`src/rtl/vip_pkg.sv`:
```
// Shared definitions for the synthetic video frame generator: pattern codes,
// FSM states and the line/pixel counter width.
package vip_pkg;

  localparam int CNT_W = 11;

  typedef enum logic [1:0] {
    PAT_HRAMP   = 2'd0,
    PAT_VRAMP   = 2'd1,
    PAT_CHECKER = 2'd2,
    PAT_BOX     = 2'd3
  } pat_e;

  typedef enum logic {
    IDLE = 1'b0,
    RUN  = 1'b1
  } state_e;

  // Half-open interval test used by window-style patterns.
  function automatic logic in_range(input logic [CNT_W-1:0] x,
                                    input logic [CNT_W-1:0] lo,
                                    input logic [CNT_W-1:0] hi);
    return (x >= lo) && (x < hi);
  endfunction

endpackage

```
`src/rtl/vip_pattern_rom.sv`:
```
// Combinational grey test-pattern generator: (pattern, h_cnt, v_cnt) -> Y.
// New patterns are added here without touching the frame timing logic.
module vip_pattern_rom
  import vip_pkg::*;
#(
  parameter int IMG_HDISP = 640,
  parameter int IMG_VDISP = 480
) (
  input  logic [1:0]       pattern,
  input  logic [CNT_W-1:0] h_cnt,
  input  logic [CNT_W-1:0] v_cnt,
  output logic [7:0]       y
);

  localparam logic [CNT_W-1:0] BOX_X0 = CNT_W'(IMG_HDISP / 4);
  localparam logic [CNT_W-1:0] BOX_X1 = CNT_W'(3 * IMG_HDISP / 4);
  localparam logic [CNT_W-1:0] BOX_Y0 = CNT_W'(IMG_VDISP / 4);
  localparam logic [CNT_W-1:0] BOX_Y1 = CNT_W'(3 * IMG_VDISP / 4);

  always_comb begin
    // NOTE: default assignment first so no path through the case leaves y
    // unassigned, which would otherwise infer a latch.
    y = 8'h00;
    case (pat_e'(pattern))
      PAT_HRAMP:   y = h_cnt[7:0];
      PAT_VRAMP:   y = v_cnt[7:0];
      PAT_CHECKER: y = (h_cnt[3] ^ v_cnt[3]) ? 8'hFF : 8'h00;
      PAT_BOX:     y = (in_range(h_cnt, BOX_X0, BOX_X1) &&
                        in_range(v_cnt, BOX_Y0, BOX_Y1)) ? 8'hFF : 8'h00;
      default:     y = 8'h00;
    endcase
  end

endmodule

```
`src/rtl/vip_frame_stream_generator.sv`:
```
// Synthetic CMOS-style video source (vsync/href/clken/Y) with blanking and
// selectable grey patterns. Optional frame stamp: define VIP_GEN_FRAME_STAMP_EN.
module vip_frame_stream_generator
  import vip_pkg::*;
#(
  parameter int IMG_HDISP = 640,
  parameter int IMG_VDISP = 480,
  parameter int H_BLANK   = 160,
  parameter int V_BLANK   = 45,
  parameter int CLKEN_DIV = 2
) (
  input  logic       clk,
  input  logic       rst_n,
  input  logic       enable,
  input  logic [1:0] pattern_sel,
  output logic       per_frame_vsync,
  output logic       per_frame_href,
  output logic       per_frame_clken,
  output logic [7:0] per_img_Y,
  output logic       frame_done,
  output logic       busy
`ifdef VIP_GEN_FRAME_STAMP_EN
  ,
  output logic [7:0] frame_cnt
`endif
);

  localparam logic [CNT_W-1:0] H_LAST   = CNT_W'(IMG_HDISP + H_BLANK - 1);
  localparam logic [CNT_W-1:0] V_LAST   = CNT_W'(IMG_VDISP + V_BLANK - 1);
  localparam logic [CNT_W-1:0] H_ACT    = CNT_W'(IMG_HDISP);
  localparam logic [CNT_W-1:0] V_ACT    = CNT_W'(IMG_VDISP);
  localparam logic [CNT_W-1:0] H_PIX_LS = CNT_W'(IMG_HDISP - 1);
  localparam logic [CNT_W-1:0] V_PIX_LS = CNT_W'(IMG_VDISP - 1);
  localparam logic [3:0]       DIV_LAST = 4'(CLKEN_DIV - 1);

  state_e           state;
  logic [3:0]       div_cnt;
  logic [CNT_W-1:0] h_cnt;
  logic [CNT_W-1:0] v_cnt;
  logic [1:0]       pat_q;
  logic             last_pix_q;

  logic       tick;
  logic       h_wrap;
  logic       frame_wrap;
  logic       act_v;
  logic       href_c;
  logic       clken_c;
  logic       last_pix_c;
  logic [7:0] pat_y;
  logic [7:0] pix_y;

  // tick is gated by RUN so a divide-by-1 divider cannot strobe in IDLE.
  assign tick       = (state == RUN) && (div_cnt == DIV_LAST);
  assign h_wrap     = tick && (h_cnt == H_LAST);
  assign frame_wrap = h_wrap && (v_cnt == V_LAST);
  assign act_v      = (state == RUN) && (v_cnt < V_ACT);
  assign href_c     = act_v && (h_cnt < H_ACT);
  assign clken_c    = href_c && tick;
  assign last_pix_c = clken_c && (h_cnt == H_PIX_LS) && (v_cnt == V_PIX_LS);

  vip_pattern_rom #(
    .IMG_HDISP(IMG_HDISP),
    .IMG_VDISP(IMG_VDISP)
  ) u_pattern_rom (
    .pattern(pat_q),
    .h_cnt  (h_cnt),
    .v_cnt  (v_cnt),
    .y      (pat_y)
  );

`ifdef VIP_GEN_FRAME_STAMP_EN
  logic [7:0] frame_cnt_q;
  logic       frame_start;

  assign frame_start = enable && ((state == IDLE) || frame_wrap);

  always_ff @(posedge clk or negedge rst_n) begin
    if (!rst_n) frame_cnt_q <= 8'h00;
    else if (frame_start) frame_cnt_q <= frame_cnt_q + 8'h01;
  end

  assign frame_cnt = frame_cnt_q;
  // The counter is bumped at frame start, so pixel (0,0) sees the new value.
  assign pix_y = ((h_cnt == '0) && (v_cnt == '0)) ? frame_cnt_q : pat_y;
`else
  assign pix_y = pat_y;
`endif

  // Frame FSM plus divider and raster counters.
  always_ff @(posedge clk or negedge rst_n) begin
    // NOTE: sequential state uses non-blocking assignments so every flop
    // samples pre-edge values regardless of statement order.
    if (!rst_n) begin
      state   <= IDLE;
      busy    <= 1'b0;
      div_cnt <= 4'd0;
      h_cnt   <= '0;
      v_cnt   <= '0;
      pat_q   <= PAT_HRAMP;
    end else begin
      case (state)
        IDLE: begin
          div_cnt <= 4'd0;
          h_cnt   <= '0;
          v_cnt   <= '0;
          if (enable) begin
            state <= RUN;
            busy  <= 1'b1;
            pat_q <= pattern_sel;
          end
        end
        RUN: begin
          div_cnt <= tick ? 4'd0 : div_cnt + 4'd1;
          if (tick) begin
            h_cnt <= h_wrap ? '0 : h_cnt + 1'b1;
            if (h_wrap) v_cnt <= (v_cnt == V_LAST) ? '0 : v_cnt + 1'b1;
          end
          // Enable is only honoured at the frame boundary; frames never truncate.
          if (frame_wrap) begin
            if (enable) begin
              pat_q <= pattern_sel;
            end else begin
              state <= IDLE;
              busy  <= 1'b0;
            end
          end
        end
      endcase
    end
  end

  // Registered decode: outputs trail the counters by one cycle.
  always_ff @(posedge clk or negedge rst_n) begin
    if (!rst_n) begin
      per_frame_vsync <= 1'b0;
      per_frame_href  <= 1'b0;
      per_frame_clken <= 1'b0;
      per_img_Y       <= 8'h00;
      last_pix_q      <= 1'b0;
      frame_done      <= 1'b0;
    end else begin
      per_frame_vsync <= act_v;
      per_frame_href  <= href_c;
      per_frame_clken <= clken_c;
      if (clken_c) per_img_Y <= pix_y;
      last_pix_q      <= last_pix_c;
      frame_done      <= last_pix_q;
    end
  end

endmodule

```
`config.mk`:
```
export PLATFORM = sky130hd
export DESIGN_NAME = vip_frame_stream_generator
export DESIGN_NICKNAME = d
export VERILOG_FILES = /design/src/rtl/vip_pkg.sv /design/src/rtl/vip_pattern_rom.sv /design/src/rtl/vip_frame_stream_generator.sv
export SDC_FILE = /design/constraint.sdc
export NUM_CORES = 1
export LEC_CHECK = 0
export BUFFER_PORTS_ARGS = -buffer_cell sky130_fd_sc_hd__buf_2
export CORE_MARGIN = 3
export CORE_UTILIZATION = 45
export CTS_CLUSTER_DIAMETER = 30
export DETAILED_ROUTE_END_ITERATION = 12
export PLACE_DENSITY = 0.61
export SETUP_SLACK_MARGIN = 0.3
export SYNTH_ARGS = -nofsm -noshare
export SYNTH_HDL_FRONTEND = slang
export SYNTH_SLANG_ARGS = --single-unit
```
`constraint.sdc`:
```
create_clock -name clk -period 2.6 [get_ports clk]
set_input_delay 0.26 -clock clk [delete_from_list [all_inputs] [get_ports clk]]
set_output_delay 0.26 -clock clk [all_outputs]
set_load 0.005 [all_outputs]
```
==> impl_metrics.tcl <==
set metrics [dict create \
    final_antenna_net_count 0 \
    slew_violations 0 \
    finalCritPeriodShare_pct 83.9 \
    cp_slowest_cell "or3b_4" \
    post-dp-hpwl_um 3740 \
    crit_buf_inv 2 \
    finalSetupTns_ps 0 \
    rsz0062_at_grt "no" \
    nets 265 \
    min_period_ps 2180 \
    crit_required_ps 2780 \
    syn_area_um2 2360 \
    slowest_delay_ps 470 \
    antenna_found_initial 0 \
    finalWirelength_um 5380 \
    synth_area_leaders "dfrtp_1 (46%), mux2i_1 (3.4%), ha_1 (3.2%), or3_1 (2.9%), nand3_1 (2.5%)" \
    outcome "complete, no violations" \
    cts-buffers-inserted 5 \
    synth_edf_count 0 \
    slew_headroom_pct 35.8 \
    setup.worst_path.start_class "register" \
    tightest_slew_ps 964 \
    worstSetupPathType "register to register" \
    rows 25 \
    ios 18 \
    wl_per_cell_um 16.7 \
    fin_area_um2 2640 \
    yosysTopAreaCell "dfrtp_1" \
    grt_pass1_vias 1838 \
    synthCells 237 \
    clk_pin_slew_ps 80 \
    finalHoldViolCount 0 \
    synth.avg_cell_area_um2 9.97 \
    async_reset_ff_share_pct 100 \
    ys.flop_type "dfrtp_1" \
    vdd.ir_drop.worst_v 0.000249 \
    yosys_warnings 0 \
    postCtsHoldBufs 0 \
    first_iter_violations 120 \
    clk_latency_ps 290 \
    endpoint_kind "register" \
    ys_seq_area_share_pct 45.6 \
    clockRootBuffer "clkbuf_8" \
    area_growth_pct 11.7 \
    cts_max_level 2 \
    yosys-top-cells-count "dfrtp_1 (43), nor2_1 (16), nand2_1 (12), nand3_1 (12)" \
    maxCapViolCount 0 \
    n_antenna_cell 0 \
    place_area_um2 2520 \
    crit_arrival_ps 2360 \
    fp.dieH_um 78.5 \
    coreArea_um2 4910 \
    netlist-cell-type-count 48 \
    drtPass1Iterations 4 \
    grt_max_degree 44 \
    grtUsageTotal_pct 19.5 \
    synth_top_area_share_pct 45.6 \
    finClkSkew_ps 7.04 \
    synth-seq-cells 43 \
    die_w_um 78.5 \
    nFillCells 469 \
    gp_congestion 0.840 \
    vias_per_cell 5.69 \
    num_vias 1833 \
    crit_path_cell_trace "inv_1 > ha_1 > or3b_4 > o41ai_4 > buf_4 > nand3_2 > mux2_1" \
    initial_core_util_pct 48.1 \
    yosysMostFrequentCell "dfrtp_1" \
    syn-num-nets 248 \
    dieArea_um2 6160 \
    holdCritPathClass "input pin to async pin" \
    crit_family "simple AND/OR/NAND/NOR gates" \
    io_buffers 17 \
    setup_viol 0 \
    power_density_nw_per_um2 705 \
    grt_pass1_wl_um 9450 \
    cts_sinks 43 \
    route.detailed.drc 0 \
    critPathMaxFanout 13 \
    clock.fmax_mhz 458 \
    drive_gt1_share_pct 16.5 \
    overflow 0 \
    cts_tree "done" \
    leakage_nw 1.21 \
    clk_path_buf_depth 2 \
]
## timing repair
action                     4_1_cts  5_1_grt
gates resized for setup          0        2
setup endpoints to repair        0       11
buffers inserted                 0        1
## cell type report
cell class	instances	area, um2	area share (%)
clock buffer	8	100	3.79
inverter	10	37.5	1.42
multi-input combinational	169	1200	45.3
sequential	43	1080	40.8
tap	67	83.8	3.18
timing repair buffer	25	145	5.50
## per-layer routing
metal	global-route usage, %	part of all wire (%)
met4	6.82	1.4
met1	28.5	51
met3	2.41	3.5
met2	29.7	44
met5	0	0
## logic make-up after synthesis
kind of cell	synth area share [%]
buffers and inverters	4.18
xor gates and xnor gates	3.71
and+or+nand+nor	21.7
DFF	45.6
adders and majority gates	3.18
muxes	4.34
AOI/OAI and AO/OA	17.4
## where the power goes
part / leakage [nW] / internal [mW] / switching [mW]
clock: 0.0515 / 0.243 / 0.223
sequential: 0.558 / 0.791 / 0.115
combinational: 0.597 / 0.240 / 0.250
## registers in the layout, summed over array words and instances, names as in the netlist
signal and count:
h_cnt 11, v_cnt 11, per_img_Y 8, div_cnt 4, pat_q 2, busy 1
frame_done 1, last_pix_q 1, per_frame_clken 1, per_frame_href 1, per_frame_vsync 1, state 1
## cells in the final DEF, fill, tap and decap left out, types with 2 or more instances in the layout
cell,synthesis,routed
a211oi_1,3,3
ha_1,6,6
or3b_4,2,2
buf_4,0,8
mux2i_1,8,8
a31oi_1,8,8
nand4_1,8,8
a21oi_1,5,5
and4_1,2,2
or3_1,11,11
nand2_1,12,12
nand3_1,12,12
nor3b_1,3,3
o31a_1,3,3
o31ai_1,8,7
xor2_1,4,4
dfrtp_1,43,43
clkbuf_8,0,7
nor2_1,16,16
o211ai_1,6,6
nor4_1,3,3
a311oi_1,2,2
o21ai_0,8,8
inv_1,9,9
mux2_1,2,2
buf_2,4,17
xnor2_1,6,6
or2_2,2,2
nand2b_1,9,9
## per-stage QoR
step / setup slack (ps) / util (%) / hold slack [ps] / instances / total power, mW
finish: 418 / 53.7 / 115 / 322 / 1.86
global route: 302 / 53.7 / 183 / 322 / 2.01
CTS: 312 / 53.4 / 152 / 321 / 1.89
detailed placement: 323 / 51.4 / 349 / 313 / 1.42
global placement: 365 / 51.4 / 347 / 313 / 1.41
floorplan: 467 / - / -35.6 / 237 / 1.25
## path summary, 6_finish.rpt
path / startpoint / to / slack (ps) / depth (start not counted)
worst max register to register: div_cnt[1]$_DFF_PN0_ / pat_q[0]$_DFFE_PN0P_ / 420 / 7
worst min register to register: last_pix_q$_DFF_PN0_ / frame_done$_DFF_PN0_ / 370 / 0
max in group asynchronous: rst_n / per_img_Y[6]$_DFFE_PN0P_ / 1890 / 1
worst min-delay path: rst_n / per_frame_href$_DFF_PN0_ / 110 / 1
worst max-delay path: div_cnt[1]$_DFF_PN0_ / pat_q[0]$_DFFE_PN0P_ / 420 / 7
min in group clk: pattern_sel[1] / pat_q[1]$_DFFE_PN0P_ / 170 / 2
Power figures use the tool's default switching activity.
